<file path="src/rtl/fifo_pkg.sv">
// Shared pointer helpers for the async FIFO controllers: Gray/binary conversion
// and the default geometry.
package fifo_pkg;

    localparam int DEPTH_DEFAULT = 16;
    localparam int PTR_MAX_W     = 32;

    typedef logic [$clog2(DEPTH_DEFAULT):0] ptr_t;

    // Callers zero-extend narrower pointers; leading zeros do not disturb the lower bits.
    function automatic logic [PTR_MAX_W-1:0] bin2gray(input logic [PTR_MAX_W-1:0] b);
        return b ^ (b >> 1);
    endfunction

    function automatic logic [PTR_MAX_W-1:0] gray2bin(input logic [PTR_MAX_W-1:0] g);
        logic [PTR_MAX_W-1:0] b;
        b[PTR_MAX_W-1] = g[PTR_MAX_W-1];
        for (int i = PTR_MAX_W - 2; i >= 0; i--) begin
            b[i] = b[i+1] ^ g[i];
        end
        return b;
    endfunction

endpackage

</file>
<file path="src/rtl/sync_2ff.sv">
// Plain two-flop synchronizer for Gray pointers crossing clock domains.
module sync_2ff #(
    parameter int WIDTH = 5
) (
    input  logic             clk,
    input  logic             rst,
    input  logic [WIDTH-1:0] d,
    output logic [WIDTH-1:0] q1,
    output logic [WIDTH-1:0] q2
);

    always_ff @(posedge clk) begin
        if (rst) begin
            q1 <= '0;
            q2 <= '0;
        end else begin
            q1 <= d;
            q2 <= q1;
        end
    end

endmodule

</file>
<file path="src/rtl/async_fifo_wr_ctrl.sv">
// Write-side pointer and flag controller for async_fifo; lives entirely in the
// write_clk domain and sees the read pointer only through a 2-flop synchronizer.
module async_fifo_wr_ctrl
    import fifo_pkg::*;
#(
    parameter int DEPTH              = DEPTH_DEFAULT,
    parameter int ALMOST_FULL_THRESH = 12,
    localparam int AW                = $clog2(DEPTH)
) (
    input  logic        write_clk,
    input  logic        rst,
    input  logic        wr_valid,
    output logic        wr_ready,
    input  logic [AW:0] gray_read_ptr,
    output logic        write_en,
    output logic [AW:0] waddr,
    output logic [AW:0] gray_write_ptr,
    output logic        full,
    output logic        almost_full,
    output logic [AW:0] level
);

    localparam int PW = AW + 1;

    logic [AW:0] rq1;
    logic [AW:0] rq2;
    logic [AW:0] wbin_next;
    logic [AW:0] wgray_next;
    logic [AW:0] rbin_sync;
    logic [AW:0] level_next;
    logic        full_next;
    logic        almost_full_next;

    sync_2ff #(.WIDTH(PW)) u_rptr_sync (
        .clk (write_clk),
        .rst (rst),
        .d   (gray_read_ptr),
        .q1  (rq1),
        .q2  (rq2)
    );

    assign wr_ready = ~full & ~rst;
    assign write_en = wr_valid & ~full & ~rst;

    assign wbin_next  = waddr + PW'(write_en);
    assign wgray_next = PW'(bin2gray(PTR_MAX_W'(wbin_next)));
    assign rbin_sync  = PW'(gray2bin(PTR_MAX_W'(rq2)));

    // Full when the writer is exactly one lap ahead: top two Gray bits inverted, rest equal.
    assign full_next        = (wgray_next == {~rq2[AW:AW-1], rq2[AW-2:0]});
    assign level_next       = wbin_next - rbin_sync;
    assign almost_full_next = (PTR_MAX_W'(level_next) >= PTR_MAX_W'(ALMOST_FULL_THRESH));

    always_ff @(posedge write_clk) begin
        if (rst) begin
            waddr          <= '0;
            gray_write_ptr <= '0;
            full           <= 1'b0;
            almost_full    <= 1'b0;
            level          <= '0;
        end else begin
            waddr          <= wbin_next;
            gray_write_ptr <= wgray_next;
            full           <= full_next;
            almost_full    <= almost_full_next;
            level          <= level_next;
        end
    end

endmodule
</file>
<file path="config.mk">
export PLATFORM = sky130hd
export DESIGN_NAME = async_fifo_wr_ctrl
export DESIGN_NICKNAME = d
export VERILOG_FILES = /design/src/rtl/fifo_pkg.sv /design/src/rtl/sync_2ff.sv /design/src/rtl/async_fifo_wr_ctrl.sv
export SDC_FILE = /design/constraint.sdc
export NUM_CORES = 1
export LEC_CHECK = 0
export CORE_ASPECT_RATIO = 1.2
export CORE_MARGIN = 2
export CORE_UTILIZATION = 45
export DETAILED_ROUTE_END_ITERATION = 10
export DONT_BUFFER_PORTS = 1
export SKIP_CTS_REPAIR_TIMING = 1
export SLEW_MARGIN = 15
export SYNTH_ARGS = -nofsm -noshare
export SYNTH_HDL_FRONTEND = slang
export SYNTH_SLANG_ARGS = --single-unit
export TNS_END_PERCENT = 100
</file>
<file path="constraint.sdc">
create_clock -name write_clk -period 3.4 [get_ports write_clk]
set_input_delay 0.34 -clock write_clk [delete_from_list [all_inputs] [get_ports write_clk]]
set_output_delay 0.34 -clock write_clk [all_outputs]
set_load 0.02 [all_outputs]
</file>
==> flow_summary.json, run 1 <==
{
  "syn_nets": 117,
  "worstPathMaxFanout": 7,
  "crit_arrival_ns": 3.16,
  "drv_slew": 0,
  "synth_fa_ha_area_frac": 0.103,
  "yosys.area_share.simple": 0.151,
  "ys_ff_latch": 26,
  "grt.overflow.total": 0,
  "crit_top_cell": "ha_1",
  "vias": 608,
  "hpwl_mm": 1.07,
  "die_x_um": 48.1,
  "start_kind": "flip-flop",
  "crit_slowest_cell": "dfxtp_1",
  "yosysUniqueCellTypes": 19,
  "place.gp.congestion": 0.724,
  "tightest_slew_ns": 0.446,
  "insertion_delay_ns": 0.31,
  "synthTopCellsByCount": "dfxtp_1 (26), nor2_1 (13), nor2b_1 (12), xnor2_1 (12)",
  "rsz0062_at_grt": "false",
  "initial_utilization": 0.465,
  "critPathTopFamily": "adder cells",
  "yosys.area.top_type_share": 0.496,
  "hold_violations": 0,
  "min_path_type": "input port to flip-flop",
  "max-slew-margin-rel": 0.702,
  "grt_pass1_wl_mm": 2.35,
  "synth-xor-area-share": 0.174,
  "ios": 27,
  "cap_violations": 0,
  "timing.final.crit_share": 0.868,
  "utilization": 0.484,
  "track_usage": 0.121,
  "synth_top_family_by_area": "XOR/XNOR gates",
  "grt_max_degree": 28,
  "synthFlopType": "dfxtp_1",
  "htreeDepth": 1,
  "fin_tns_setup_ns": 0,
  "vias_per_cell": 4.64,
  "num-nets-final": 118,
  "wire_per_inst_um": 11.2,
  "ys_warn_count": 0,
  "instances_no_fill": 131,
  "path_cells": "nor2_1 > and2_1 > ha_1 > ha_1 > xor2_2 > ha_1 > a21o_1 > a21oi_1 > xor2_1 > o2bb2ai_1",
  "setup_violations": 0,
  "async_reset_ff_frac": 0,
  "seq_area_frac_synth": 0.496,
  "power_density_nw_per_um2": 518,
  "period_needed_ns": 2.95,
  "drc": 0,
  "avgSynthCellArea_sq_um": 10.4,
  "cts.clk_slew.worst_paths_ns": 0.12,
  "wl_mm": 1.46,
  "clock-sinks": 26,
  "core_sq_um": 2260,
  "grt_pass1_vias": 575,
  "syn_area_sq_um": 1050,
  "portBuffers": 0,
  "antenna_found_initial": 0,
  "ir_drop_v": 0.000264,
  "drt_first_pass_iters": 3,
  "cts_tree": "done",
  "clock_path_buffers": 2,
  "die_area_sq_um": 2740,
  "p_leak_nw": 0.455,
  "yosysMostFrequentCell": "dfxtp_1",
  "path_buf_inv": 0,
  "synth_mux_area_frac": 0,
  "clock_skew_ns": 0.00255,
  "root_buffer": "clkbuf_4",
  "max_freq_mhz": 339,
  "synth_top_area_cell": "dfxtp_1",
  "area_growth_pct": 4.05,
  "drt_iter0_drc": 7,
  "synth_compound_area_frac": 0.0369,
  "post_synth_main_area_contributors": "dfxtp_1 (50%), xnor2_1 (10%), ha_1 (8.3%)",
  "antenna_left": 0,
  "cts_made_buffers": 3,
  "synth_edf_count": 0,
  "rows": 19,
  "die_h_um": 56.9,
  "netlist_instances": 101,
  "status": "complete, no violations",
  "drive_gt1_frac": 0.0500,
  "n_antenna_cell": 0,
  "cp-end-kind": "flip-flop",
  "worstPathRequired_ns": 3.61,
  "max_stage_delay_ns": 0.40,
  "numPlacedInstances": 128,
  "critPathKind": "flip-flop to flip-flop"
}
flip-flops by register name, summed over array words and instances, names as in the netlist:
name            count
gray_write_ptr      4
full                1
u_rptr_sync.q1      5
almost_full         1
level               5
waddr               5
u_rptr_sync.q2      5
per-layer routing:
layer | share of wire | wire (um) | GRT usage | vias up
li1 | - | - | - | 311
met1 | 0.47 | 689 | 0.158 | 272
met2 | 0.46 | 669 | 0.179 | 23
met3 | 0.060 | 87 | 0.0354 | 2
met4 | 0.011 | 16 | 0.0579 | 0
met5 | 0 | 0 | 0 | -
final timing paths:
| path | startpoint | end | slack (ns) | cells past startpoint |
|---|---|---|---|---|
| worst min-delay path | rst | u_rptr_sync.q2[4] | 0.08 | 1 |
| worst min register to register | u_rptr_sync.q1[2] | u_rptr_sync.q2[2] | 0.45 | 1 |
| worst max register to register | full | almost_full | 0.45 | 10 |
| worst max-delay path | full | almost_full | 0.45 | 10 |
where the power goes:
part	leakage, nW	internal (W)	switching (W)
clock network	0.0138	0.0000414	0.0000804
logic	0.227	0.0000401	0.0000413
registers	0.214	0.000329	0.0000336
total	0.455	0.000411	0.000155
final cells by class:
type                            instances  area (sq um)
Inverter                                6          22.5
Clock buffer                            3          22.5
Sequential cell                        26           520
Multi-Input combinational cell         65           488
Tap cell                               31          38.8
Fill cell                             221          1170
cells by family (layout without fill, tap and decap cells):
family / count (synthesis) / in the layout
buffers and inverters: 10 / 9
AO/OA/AOI/OAI: 6 / 6
adder cells (fa/ha/maj): 8 / 8
XOR/XNOR: 20 / 20
AND/OR/NAND/NOR: 31 / 31
flip-flops: 26 / 26
through the flow:
step / power [W] / instance area [sq um] / hold WS, ns / worst slack [ns]
detailed placement: 0.000452 / 1070 / 0.416 / 0.459
floorplan: 0.000441 / 1050 / 0.414 / 0.495
CTS: 0.000577 / 1090 / 0.0690 / 0.413
finish: 0.000566 / 1090 / 0.0848 / 0.449
global placement: 0.000451 / 1070 / 0.414 / 0.482
global route: 0.000601 / 1090 / 0.0537 / 0.218
layout by cell type, fill, tap and decap left out, drive strengths merged:
master	count
or4	1
xnor2	12
or3	1
o2bb2ai	1
and2	1
nor2b	12
fa	1
clkbuf	3
a21o	2
nand3	3
ha	7
dfxtp	26
nor2	13
a21oi	3
xor2	8
inv	6
No activity file was read; power rests on OpenSTA's default activity.
==> inputs of run 2 (changes only) <==
Clock period 3.4 ns to 3.5 ns, I/O delays scaled along.
==> flow_summary.json, run 2 (synthesis results as in run 1) <==
{
  "status": "complete, no violations",
  "clock-sinks": 26,
  "vias": 617,
  "clock_skew_ns": 0.00609,
  "fillers": 231,
  "p_leak_nw": 0.462,
  "cap_violations": 0,
  "power_density_nw_per_um2": 522,
  "place.gp.congestion": 0.738,
  "seq_area_sq_um": 520,
  "max_stage_delay_ns": 0.40,
  "ir_drop_v": 0.000265,
  "p_sw_frac": 0.268,
  "dpl_cell_area_sq_um": 1070,
  "grt.overflow.total": 0,
  "crit_arrival_ns": 3.23,
  "fin_total_pwr_w": 0.000577,
  "fin_tns_setup_ns": 0,
  "max-slew-margin-rel": 0.700,
  "die_x_um": 48.1,
  "initial_utilization": 0.465,
  "antenna_left": 0,
  "period_needed_ns": 3.02,
  "setup_violations": 0,
  "track_usage": 0.126,
  "tightest_slew_ns": 0.449,
  "hold_violations": 0,
  "worstPathRequired_ns": 3.71,
  "grt_pass1_vias": 604,
  "drc": 0,
  "mostFrequentLayoutCells": "dfxtp_1 (26), nor2_1 (13), xnor2_1 (12), nor2b_1 (12)",
  "drt-met1-wl_um": 622,
  "final_area_sq_um": 1110,
  "cts.clk_slew.worst_paths_ns": 0.13,
  "portBuffers": 0,
  "cts_tree": "done",
  "rsz0062_at_grt": "false",
  "vias_per_cell": 4.67,
  "core_sq_um": 2260,
  "path_buf_inv": 0,
  "wire_per_inst_um": 11.0,
  "num-nets-final": 118,
  "antenna_found_initial": 0,
  "worstPathMaxFanout": 7,
  "p_comb_frac": 0.138,
  "clock_path_buffers": 2,
  "die_h_um": 56.9,
  "ios": 27,
  "htreeDepth": 1,
  "critPathKind": "flip-flop to flip-flop",
  "insertion_delay_ns": 0.31,
  "final_common_cell": "dfxtp_1",
  "min_path_type": "input port to flip-flop",
  "critPathTopFamily": "adder cells",
  "p_int_w": 0.000423,
  "route.met3.wl_um": 106,
  "grt_pass1_wl_mm": 2.44,
  "seqPwrFrac": 0.610,
  "drive_gt1_frac": 0.0594,
  "netSwitchingPower_w": 0.000155,
  "wl_mm": 1.45,
  "path_cells": "nor2_1 > and2_1 > ha_1 > ha_1 > xor2_2 > ha_1 > a21o_1 > a21oi_1 > xor2_1 > o2bb2ai_1",
  "multiInputGateArea_sq_um": 488,
  "die_area_sq_um": 2740,
  "start_kind": "flip-flop",
  "grt_max_degree": 28,
  "root_buffer": "clkbuf_4",
  "drt_first_pass_iters": 4,
  "crit_top_cell": "ha_1",
  "clkPwrFrac": 0.252,
  "cp-end-kind": "flip-flop",
  "cts_made_buffers": 3,
  "drv_slew": 0,
  "drt_iter0_drc": 3,
  "timing.final.crit_share": 0.862,
  "crit_slowest_cell": "dfxtp_1",
  "rows": 19,
  "hpwl_mm": 1.06,
  "n_antenna_cell": 0,
  "top_layer": "met4",
  "wl_met2_um": 693,
  "area_growth_pct": 5.36,
  "max_freq_mhz": 331
}
run 2: area by class of cell:
cell class,instances,share of cell area
Clock buffer,4,0.0328
Inverter,6,0.0204
Multi-Input combinational cell,65,0.441
Sequential cell,26,0.471
Tap cell,31,0.0351
run 2: final timing paths:
check / cells past startpoint / slack [ns] / endpoint / startpoint
worst max-delay path: 10 / 0.48 / almost_full / full
worst min-delay path: 1 / 0.09 / u_rptr_sync.q2[1] / rst
worst max register to register: 10 / 0.48 / almost_full / full
worst min register to register: 1 / 0.45 / u_rptr_sync.q2[0] / u_rptr_sync.q1[0]
run 2: power groups by stage:
stage                     logic [W]  clock network, W  registers [W]
after detailed placement  0.0000800                 0       0.000359
after floorplan           0.0000719                 0       0.000357
after global placement    0.0000795                 0       0.000360
after global routing      0.0000924          0.000164       0.000356
after CTS                 0.0000813          0.000153       0.000353
final                     0.0000796          0.000145       0.000352
run 2: layer usage:
metal,vias up,global-route usage
met5,-,0
met4,0,0.0695
met3,4,0.0354
met2,23,0.196
met1,279,0.150
li1,311,-
run 2: metrics by stage:
stage	hold WS, ns	worst slack [ns]	util	instances
after floorplan	0.414	0.585	-	101
after global placement	0.419	0.438	0.474	128
after detailed placement	0.420	0.471	0.474	128
after CTS	0.0664	0.427	0.490	132
after global routing	0.0581	0.239	0.490	132
final	0.0887	0.482	0.490	132
==> inputs of run 3 (changes only) <==
Settings changed: CORE_MARGIN 2 to 8, PLACE_DENSITY set to 0.6.
==> flow_summary.json, run 3 (synthesis results as in run 1) <==
{
  "crit_slowest_cell": "dfxtp_1",
  "n_antenna_cell": 0,
  "vias_per_cell": 4.64,
  "r2r_start": "full",
  "start_kind": "flip-flop",
  "drt_first_pass_iters": 2,
  "grt_max_degree": 28,
  "grt.overflow.total": 0,
  "drc": 0,
  "antenna_left": 0,
  "utilization": 0.497,
  "clock_path_buffers": 2,
  "grt_pass1_vias": 603,
  "portBuffers": 0,
  "core_sq_um": 2260,
  "grt_pass1_wl_mm": 2.54,
  "die_x_um": 60.1,
  "critPathKind": "flip-flop to flip-flop",
  "die_h_um": 68.9,
  "cts_tree": "done",
  "wire_per_inst_um": 11.8,
  "wl_mm": 1.56,
  "ir_drop_v": 0.000290,
  "min_path_type": "input port to flip-flop",
  "cp-end-kind": "flip-flop",
  "mostFrequentLayoutCells": "dfxtp_1 (26), nor2_1 (13), xnor2_1 (12), nor2b_1 (12)",
  "cap_violations": 0,
  "clock_skew_ns": 0.00352,
  "crit_arrival_ns": 3.19,
  "power_density_nw_per_um2": 563,
  "path_cells": "nor2_1 > and2_1 > ha_1 > ha_1 > xor2_2 > ha_1 > a21o_1 > a21oi_1 > xor2_1 > o2bb2ai_1",
  "worstPathMaxFanout": 7,
  "timing.final.crit_share": 0.851,
  "ios": 27,
  "htreeDepth": 1,
  "area_growth_pct": 6.91,
  "holdPathEnd": "u_rptr_sync.q2[3]",
  "status": "complete, no violations",
  "num-nets-final": 118,
  "die_area_sq_um": 4140,
  "r2r_cells": 10,
  "vias": 613,
  "crit_top_cell": "ha_1",
  "max-slew-margin-rel": 0.705,
  "drive_gt1_frac": 0.0594,
  "fin_tns_setup_ns": 0,
  "worstPathRequired_ns": 3.72,
  "drv_slew": 0,
  "rows": 19,
  "period_needed_ns": 2.98,
  "root_buffer": "clkbuf_4",
  "hpwl_mm": 1.19,
  "drt_iter0_drc": 6,
  "antenna_found_initial": 0,
  "cts.clk_slew.worst_paths_ns": 0.13,
  "place.gp.congestion": 0.713,
  "hold_depth": 1,
  "max_freq_mhz": 336,
  "regToRegSetupSlack_ns": 0.52,
  "cts_made_buffers": 3,
  "clock-sinks": 26,
  "track_usage": 0.0819,
  "tightest_slew_ns": 0.443,
  "hold_violations": 0,
  "max_stage_delay_ns": 0.40,
  "p_leak_nw": 0.469,
  "setup_violations": 0,
  "initial_utilization": 0.465,
  "hold_start": "rst",
  "r2r-end": "almost_full",
  "final_common_cell": "dfxtp_1",
  "rsz0062_at_grt": "false",
  "insertion_delay_ns": 0.31
}
-- run 3: per-stage QoR --
step	hold WS (ns)	cells	setup slack [ns]	area, sq um	total power (W)
2_1_floorplan	0.414	101	0.585	1050	0.000429
3_5_place_dp	0.421	128	0.534	1070	0.000441
4_1_cts	0.0730	132	0.494	1120	0.000643
6_report	0.0841	132	0.523	1120	0.000632
5_1_grt	0.0484	132	0.275	1120	0.000670
3_3_place_gp	0.417	128	0.551	1070	0.000440
-- run 3: area by class of cell --
| cell class | count | area, sq um |
|---|---|---|
| Clock inverter | 1 | 30.0 |
| Clock buffer | 3 | 22.5 |
| Fill cell | 217 | 1140 |
| Multi-Input combinational cell | 65 | 488 |
| Inverter | 6 | 22.5 |
| Sequential cell | 26 | 520 |
| Tap cell | 31 | 38.8 |
-- run 3: worst max-delay path: cells and delay by family, from the launching register on --
kind,cells,cell delay (ns)
xor gates and xnor gates,2,0.58
AOI/OAI and AO/OA,3,0.44
and+or+nand+nor,2,0.69
DFF,1,0.40
adders and majority gates,3,0.76
-- run 3: layer usage --
layer / global-route usage / wire (um)
met1: 0.0857 / 658
met2: 0.134 / 683
met3: 0.0445 / 202
met4: 0.0358 / 18
met5: 0 / 0
-- run 3: worst max-delay path by stage --
| stage | startpoint | end | slack, ns | cells after the start |
|---|---|---|---|---|
| floorplan | rst | almost_full | 0.58 | 11 |
| global route | full | almost_full | 0.28 | 10 |
| finish | full | almost_full | 0.52 | 10 |
| global placement | full | full | 0.55 | 9 |
| CTS | full | almost_full | 0.49 | 10 |
| detailed placement | full | almost_full | 0.53 | 10 |
-- run 3: report_power, final --
part           internal [W]  switching, W
sequential         0.000320     0.0000330
clock              0.000116     0.0000837
combinational     0.0000392     0.0000400
total              0.000475      0.000157
